$ cat src/rtl/bitlet_ce_ctrl.sv
// rtl/bitlet_ce_ctrl.sv - Bitlet compute-engine job/tile sequencer
// Fetches one operand group per tile, strobes the engine, waits for its Asel_vld burst to drain.
module bitlet_ce_ctrl #(
   parameter int N_TOTAL = 64,
   parameter int N_CH    = 24,
   parameter int TILE_W  = 16,
   parameter int TO_W    = 8,
   localparam int NC_W   = $clog2(N_TOTAL)
) (
   input  logic              clk,
   input  logic              rst_n,
   input  logic              job_vld,
   output logic              job_rdy,
   input  logic [TILE_W-1:0] job_tiles,
   input  logic [NC_W-1:0]   job_ncalc,
   input  logic [N_CH-1:0]   job_prune,
   input  logic              job_abort,
   output logic              op_req,
   output logic [TILE_W-1:0] op_idx,
   input  logic              op_ack,
   output logic              ce_wabs_vld,
   output logic              ce_flush,
   output logic [NC_W-1:0]   ce_ncalc,
   output logic [N_CH-1:0]   ce_prune,
   input  logic              ce_asel_vld,
   output logic              tile_done,
   output logic              tile_last,
   output logic              job_done
);

   typedef enum logic [2:0] {
      S_IDLE,
      S_FETCH,
      S_ISSUE,
      S_WAIT,
      S_DRAIN,
      S_FLUSH
   } state_t;

   state_t            state, state_nxt;
   logic [TILE_W-1:0] tile;
   logic [TILE_W-1:0] tiles_q;
   logic [TO_W-1:0]   timer;
   logic [NC_W-1:0]   ncalc_q;
   logic [N_CH-1:0]   prune_q;
   logic              done_q;
   logic              accept;
   logic              tile_end;
   logic              last;

   assign last     = (tile == tiles_q);
   assign op_idx   = tile;
   assign ce_ncalc = ncalc_q;
   assign ce_prune = prune_q;
   assign job_done = done_q;

   always_comb begin
      state_nxt   = state;
      job_rdy     = 1'b0;
      op_req      = 1'b0;
      ce_wabs_vld = 1'b0;
      ce_flush    = 1'b0;
      tile_done   = 1'b0;
      tile_last   = 1'b0;
      accept      = 1'b0;
      tile_end    = 1'b0;
      case (state)
         S_IDLE: begin
            job_rdy = 1'b1;
            if (job_vld) begin
               accept    = 1'b1;
               state_nxt = S_FETCH;
            end
         end
         S_FETCH: begin
            op_req = !job_abort;
            if (job_abort)   state_nxt = S_FLUSH;
            else if (op_ack) state_nxt = S_ISSUE;
         end
         S_ISSUE: begin
            if (job_abort) state_nxt = S_FLUSH;
            else begin
               ce_wabs_vld = 1'b1;
               state_nxt   = S_WAIT;
            end
         end
         S_WAIT: begin
            // An all-pruned tile never raises Asel_vld; the timeout closes it out.
            if (job_abort)          state_nxt = S_FLUSH;
            else if (ce_asel_vld)   state_nxt = S_DRAIN;
            else if (timer == '1)   tile_end  = 1'b1;
         end
         S_DRAIN: begin
            if (job_abort)          state_nxt = S_FLUSH;
            else if (!ce_asel_vld)  tile_end  = 1'b1;
         end
         S_FLUSH: begin
            ce_flush  = 1'b1;
            state_nxt = S_IDLE;
         end
         default: state_nxt = S_IDLE;
      endcase
      if (tile_end) begin
         tile_done = 1'b1;
         tile_last = last;
         state_nxt = last ? S_FLUSH : S_FETCH;
      end
   end

   always_ff @(posedge clk or negedge rst_n) begin
      if (!rst_n) begin
         state   <= S_IDLE;
         tile    <= '0;
         tiles_q <= '0;
         timer   <= '0;
         ncalc_q <= '0;
         prune_q <= '0;
         done_q  <= 1'b0;
      end else begin
         state  <= state_nxt;
         done_q <= (state == S_FLUSH);
         if (accept) begin
            tiles_q <= job_tiles;
            ncalc_q <= job_ncalc;
            prune_q <= job_prune;
            tile    <= '0;
         end else if (tile_end && !last) begin
            tile <= tile + TILE_W'(1);
         end
         if (state == S_ISSUE)
            timer <= '0;
         else if (state == S_WAIT && !ce_asel_vld)
            timer <= timer + TO_W'(1);
      end
   end

endmodule

$ cat config.mk
export PLATFORM = sky130hd
export DESIGN_NAME = bitlet_ce_ctrl
export DESIGN_NICKNAME = d
export VERILOG_FILES = /design/src/rtl/bitlet_ce_ctrl.sv
export SDC_FILE = /design/constraint.sdc
export NUM_CORES = 1
export LEC_CHECK = 0
export BUFFER_PORTS_ARGS = -buffer_cell sky130_fd_sc_hd__buf_2
export CORE_MARGIN = 2
export CORE_UTILIZATION = 30
export CTS_CLUSTER_SIZE = 30
export DETAILED_ROUTE_END_ITERATION = 10
export PLACE_DENSITY = 0.63
export RECOVER_POWER = 100
export SLEW_MARGIN = 30
export SYNTH_ARGS = -nofsm -noshare
export SYNTH_HDL_FRONTEND = slang
export SYNTH_SLANG_ARGS = --single-unit
$ cat constraint.sdc
create_clock -name clk -period 2.15 [get_ports clk]
set_input_delay 0.3225 -clock clk [delete_from_list [all_inputs] [get_ports clk]]
set_output_delay 0.3225 -clock clk [all_outputs]
set_load 0.01 [all_outputs]
== Word-level counts from Yosys, hierarchy flattened ==
Index checks and enable logic that the tools add are counted.

* Flip-flop bits (word level): 74
* Bits in latches: 0
* Bits in writable memories: 0
* Memory bits (read-only): 0
* Input port bits: 52
* Output and inout port bits: 53
* Word-level logic and storage cells: 58
* Memories kept: 0

* Add/sub/neg operators: 2
* Multiply operators: 0
* Divide/modulo/power cells: 0
* $lt $le $gt $ge: 0
* Equality and inequality tests: 11
* Shift-type cells: 0
* Muxes and demuxes: 29
* Bitwise operators: 0
* Reductions and logical operators: 9

{| class="wikitable"
|+ Operators by type and width
! kind !! number
|-
| 16-bit two-way mux || 2
|-
| 3-bit two-way mux || 9
|-
| 16-bit by 1-bit adder with 16-bit output, second input constant || 1
|-
| 16-bit == test || 1
|-
| 8-bit two-way mux || 2
|-
| 3-bit case mux with 5 select lines || 1
|-
| 1-bit two-way mux || 14
|-
| 8-bit by 1-bit adder with 8-bit output, second input constant || 1
|-
| 8-bit == test, second input constant || 1
|-
| 4-bit inequality test, second input constant || 2
|-
| 3-bit by 2-bit == test with 1-bit output, second input constant || 2
|-
| 3-bit == test, second input constant || 2
|-
| 3-bit inequality test, second input constant || 2
|-
| 4-bit AND reduction || 1
|-
| 2-bit nonzero test || 2
|-
| 3-bit by 1-bit == test with 1-bit output, second input constant || 1
|-
| 1-bit logical NOT || 3
|-
| 3-bit logical NOT || 1
|-
| 1-bit logical AND || 2
|-
| 1-bit case mux with 2 select lines || 1
|}

== Logic depth before layout (Yosys ltp) ==
* Word-level depth: 8
* Gate-level depth with buffers: 8

== Least setup slack after synthesis ==
No wires, ideal clock.

* Path type: reg2out
* From: register state[2]
* To: output port tile_last
* Data arrival time: 1.731 ns
* Path slack: 0.097 ns
* Cell stages (with the launch flop): 8
* Path buffers: 3
* Cells stage by stage: dfrtp_1 buf_4 or3b_4 nor4_4 nor2_2 buf_6 clkbuf_1 nor2_1

* Cells in the longest elaborated chain, start to end: 3

{| class="wikitable"
|+ Ends and longest elaborated chain
! what !! line !! RTL
|-
| start, declared || 40 || <nowiki>state_t state, state_nxt;</nowiki>
|-
| start signal, assigned || 120 || <nowiki>state <= state_nxt;</nowiki>
|-
| 3-bit == test / 3-bit by 2-bit == test with 1-bit output (equally long branches) || 67 || <nowiki>case (state)</nowiki>
|-
| 1-bit case mux with 2 select lines * || 67 ||
|-
| 1-bit two-way mux * || 103 || <nowiki>if (tile_end) begin</nowiki>
|-
| end, declared || 27 || <nowiki>output logic tile_last,</nowiki>
|}

Every way passes the cells marked *; elsewhere a longest branch is shown, timed or not.

== Worst setup path after layout ==
Ends and elaborated chain as after synthesis.

==> impl_metrics.ini <==
[placement]
dp_hpwl_um = 6240
count_of_buffers_inserted_at_the_top_level_ports = 104
worst_setup_slack_after_placement_ns = -0.383
dp.cells = 637
dpl_cell_area_um2 = 4320
gpl.final_weighted_congestion = 0.870

[clock_tree]
tritoncts = yes
cts_num_sinks = 74
clock_latency_reported_for_the_late_side_of_the_worst_skew_pair_ns = 0.33
cts_root_buffer = clkbuf_16
cts_max_path_buffers = 2
cts_buffers = 9
ctsHtreeMaxLevel = 3
clk_pin_slew_worst_paths_ns = 0.06

[critical_path]
critical_path_arrival_ns = 1.84
reg2reg_setup_slack_ns = 0.02
ff2ff_path_depth = 6
cp-end-kind = output port
critical_path.reg2reg.startpoint = state[2]
worst-setup-path-type = flop to output port
critical_path.startpoint_type = flop
reg_to_reg_critical_path_endpoint = op_idx[7]
critical_path_required_ns = 1.83
cp_max_fo = 4

[yosys]
syn_nets = 438
avgSynthCellArea_um2 = 9.06
yosysWarningCount = 0
yosys.area.top_type_share = 0.532
synth_flop_cell = dfrtp_1
synth-edff-count = 0
synth_sequential_area_ratio = 0.532
synth_area_um2 = 3480
yosysTopAreaCell = dfrtp_1
post_synth_num_cell_types = 44
ys_seq_elements = 74
yosys-top-cells-area = dfrtp_1 53%, nand2_1 17%, xor2_1 5.3%
ys_async_sr_fraction = 1.00
post_synth_inst_count = 384

[sta]
relSlewSlack = 0.451
hold-worst-slack_ns = 0.175
worst_margin_pin_slew_ns = 0.823
final-setup-viol-count = 1
hold_viol_final = 0
fin_ws_ns = -0.0156
final_worst_path_period_need_ns = 2.17
rsz0062_at_grt = true
clock_skew_ns = 0.00763
final-max-slew-violation-count = 0
max_clock_freq_mhz = 462
period_share = 1.01

[outcome]
run_status = complete, but fails checks
failed_checks = setup timing

[power_and_ir_drop]
cellLeakagePower_nw = 2.43
power.switching_fraction = 0.344
pwr_density_cell_nw_per_um2 = 1260
total_power_w = 0.00606
power.share.clock = 0.304
power.sequential.fraction = 0.374
vdd_drop_max_mv = 0.779
comb_power_share = 0.322
net-switching-power_w = 0.00208
p_int_w = 0.00398

[global_routing]
grt.total_usage = 0.147
wire_length_of_the_first_global_routing_pass_um = 14900
grt_antenna_before_repair = 0
globalRoute.totalOverflow = 0
via_count_of_the_first_global_routing_pass = 3191
grt_max_degree = 58

[final_layout]
design_area_um2 = 4800
finalNonFillerCells = 663
design.final.nets = 569
layout-drive-gt1-share = 0.262
area_growth_syn_to_layout_pct = 37.8
n_antenna_cell = 0

[worst_hold_path]
worst_hold_path_class = input pin to flop
worst_hold_startpoint = job_prune[2]
whs_endpoint = ce_prune[2]
min_delay_path_depth = 3

[floorplan]
core_area_um2 = 11400
initial_utilization = 0.306
die_width_um = 112
rows = 39
io_pins = 105
design.die.area_um2 = 12500
die_height_um = 112

[drt]
ant_nets = 0
dr_total_vias = 3134
drt-vias-per-instance = 4.73
first_pass_iters = 4
routedWlPerCell_um = 13.8
dr.first_iter.drc_count = 127
finalWirelength_um = 9130
drt_drc_violations_left = 0

[run]
maxCapViolCount = 0
## critical path: stages (launching register included)
cell and delay, ns:
dfrtp_1 0.40, or3b_4 0.42, nor4_4 0.30, nor2_4 0.11
nor2_2 0.14, buf_2 0.15
## worst max path at each step
stage / start / slack (ns) / cells past startpoint / to
after floorplan: state[2] / 0.1 / 7 / tile_last
after global placement: timer[0] / -0.35 / 6 / tile_done
after detailed placement: timer[0] / -0.38 / 6 / tile_done
after CTS: tiles_q[8] / -0.06 / 5 / tile_last
after global routing: tiles_q[8] / -0.09 / 5 / tile_last
final: state[2] / -0.02 / 5 / tile_last
## logic make-up after synthesis
group	Yosys count	share of synthesized area
and+or+nand+nor	224	0.294
DFF	74	0.532
xor gates and xnor gates	23	0.0579
buffers and inverters	21	0.0288
muxes	6	0.0176
adders and majority gates	3	0.0101
AOI/OAI and AO/OA	33	0.0593
## registers in the layout, indices dropped and copies added (netlist names)
signal and cells:
ce_ncalc 6, op_idx 16, job_done 1, tiles_q 16, state 3, timer 8, ce_prune 24
## through the flow
step | utilization | TNS [ns]
4_1_cts | 0.421 | -0.236
3_5_place_dp | 0.380 | -1.79
2_1_floorplan | - | 0
5_1_grt | 0.422 | -0.376
6_report | 0.422 | -0.0156
3_3_place_gp | 0.380 | -1.42
## power by group through the flow
stage	logic (W)	clock network, W	registers [W]
2_1_floorplan	0.00103	0	0.00237
3_3_place_gp	0.00191	0	0.00226
3_5_place_dp	0.00197	0	0.00227
4_1_cts	0.00205	0.00188	0.00226
5_1_grt	0.00219	0.00194	0.00233
6_report	0.00195	0.00184	0.00226
## cell type report
class                   instances  area, um^2
repair buffers                138         739
fillers                      1147        6570
multi-input cells             290        1640
well taps                     143         179
inverters                       2        12.5
clock inverters                 5         125
flip-flops and latches         74        1860
clock buffers                  11         243
## cell usage after synthesis, types with 2 or more instances
cell and number:
a21oi_1 13, nand3_1 8, clkbuf_1 13, nor2_1 14, nand4_1 5, nand2b_1 3
nor4_1 4, mux2i_1 5, buf_2 2, o21ai_0 4, nor3_1 2, buf_6 2
or4_1 10, and4_1 2, ha_1 2, dfrtp_1 74, nand2_1 153, and2_1 2
and3_1 9, o31ai_1 11, xnor2_1 2, nor2b_1 2, xor2_1 21
## routing by layer
layer,global-route usage,routed length [um]
met5,0,0
met4,0.0527,212
met3,0.0435,518
met2,0.259,4550
met1,0.171,3850
## placed cells by master, fill, tap and decap left out, types with 2 or more instances in the layout
cell / instances
clkbuf_1: 49
dfrtp_2: 3
nor2_1: 13
dfrtp_1: 71
nand3_1: 8
clkbuf_16: 9
xnor2_1: 2
a21oi_1: 6
or4_4: 7
xor2_1: 21
ha_1: 2
nand4_1: 5
and4_1: 2
buf_2: 63
nand2b_1: 3
a21oi_2: 7
bufinv_16: 4
o21ai_0: 4
and3_1: 9
o31ai_1: 11
buf_4: 20
or4_1: 3
nor2b_1: 2
mux2i_1: 5
or3b_4: 2
nor2_4: 2
nand2_1: 152
nor4_2: 3
buf_12: 3
## what timing repair did
item	4_1_cts	5_1_grt
pin swaps	7	19
resized for setup	11	19
cloned	1	0
hold buffers	1	0
hold endpoints to repair	31	0
buffers inserted	4	4
endpoints found under the setup margin	8	13
No activity file was read; power rests on OpenSTA's default activity.
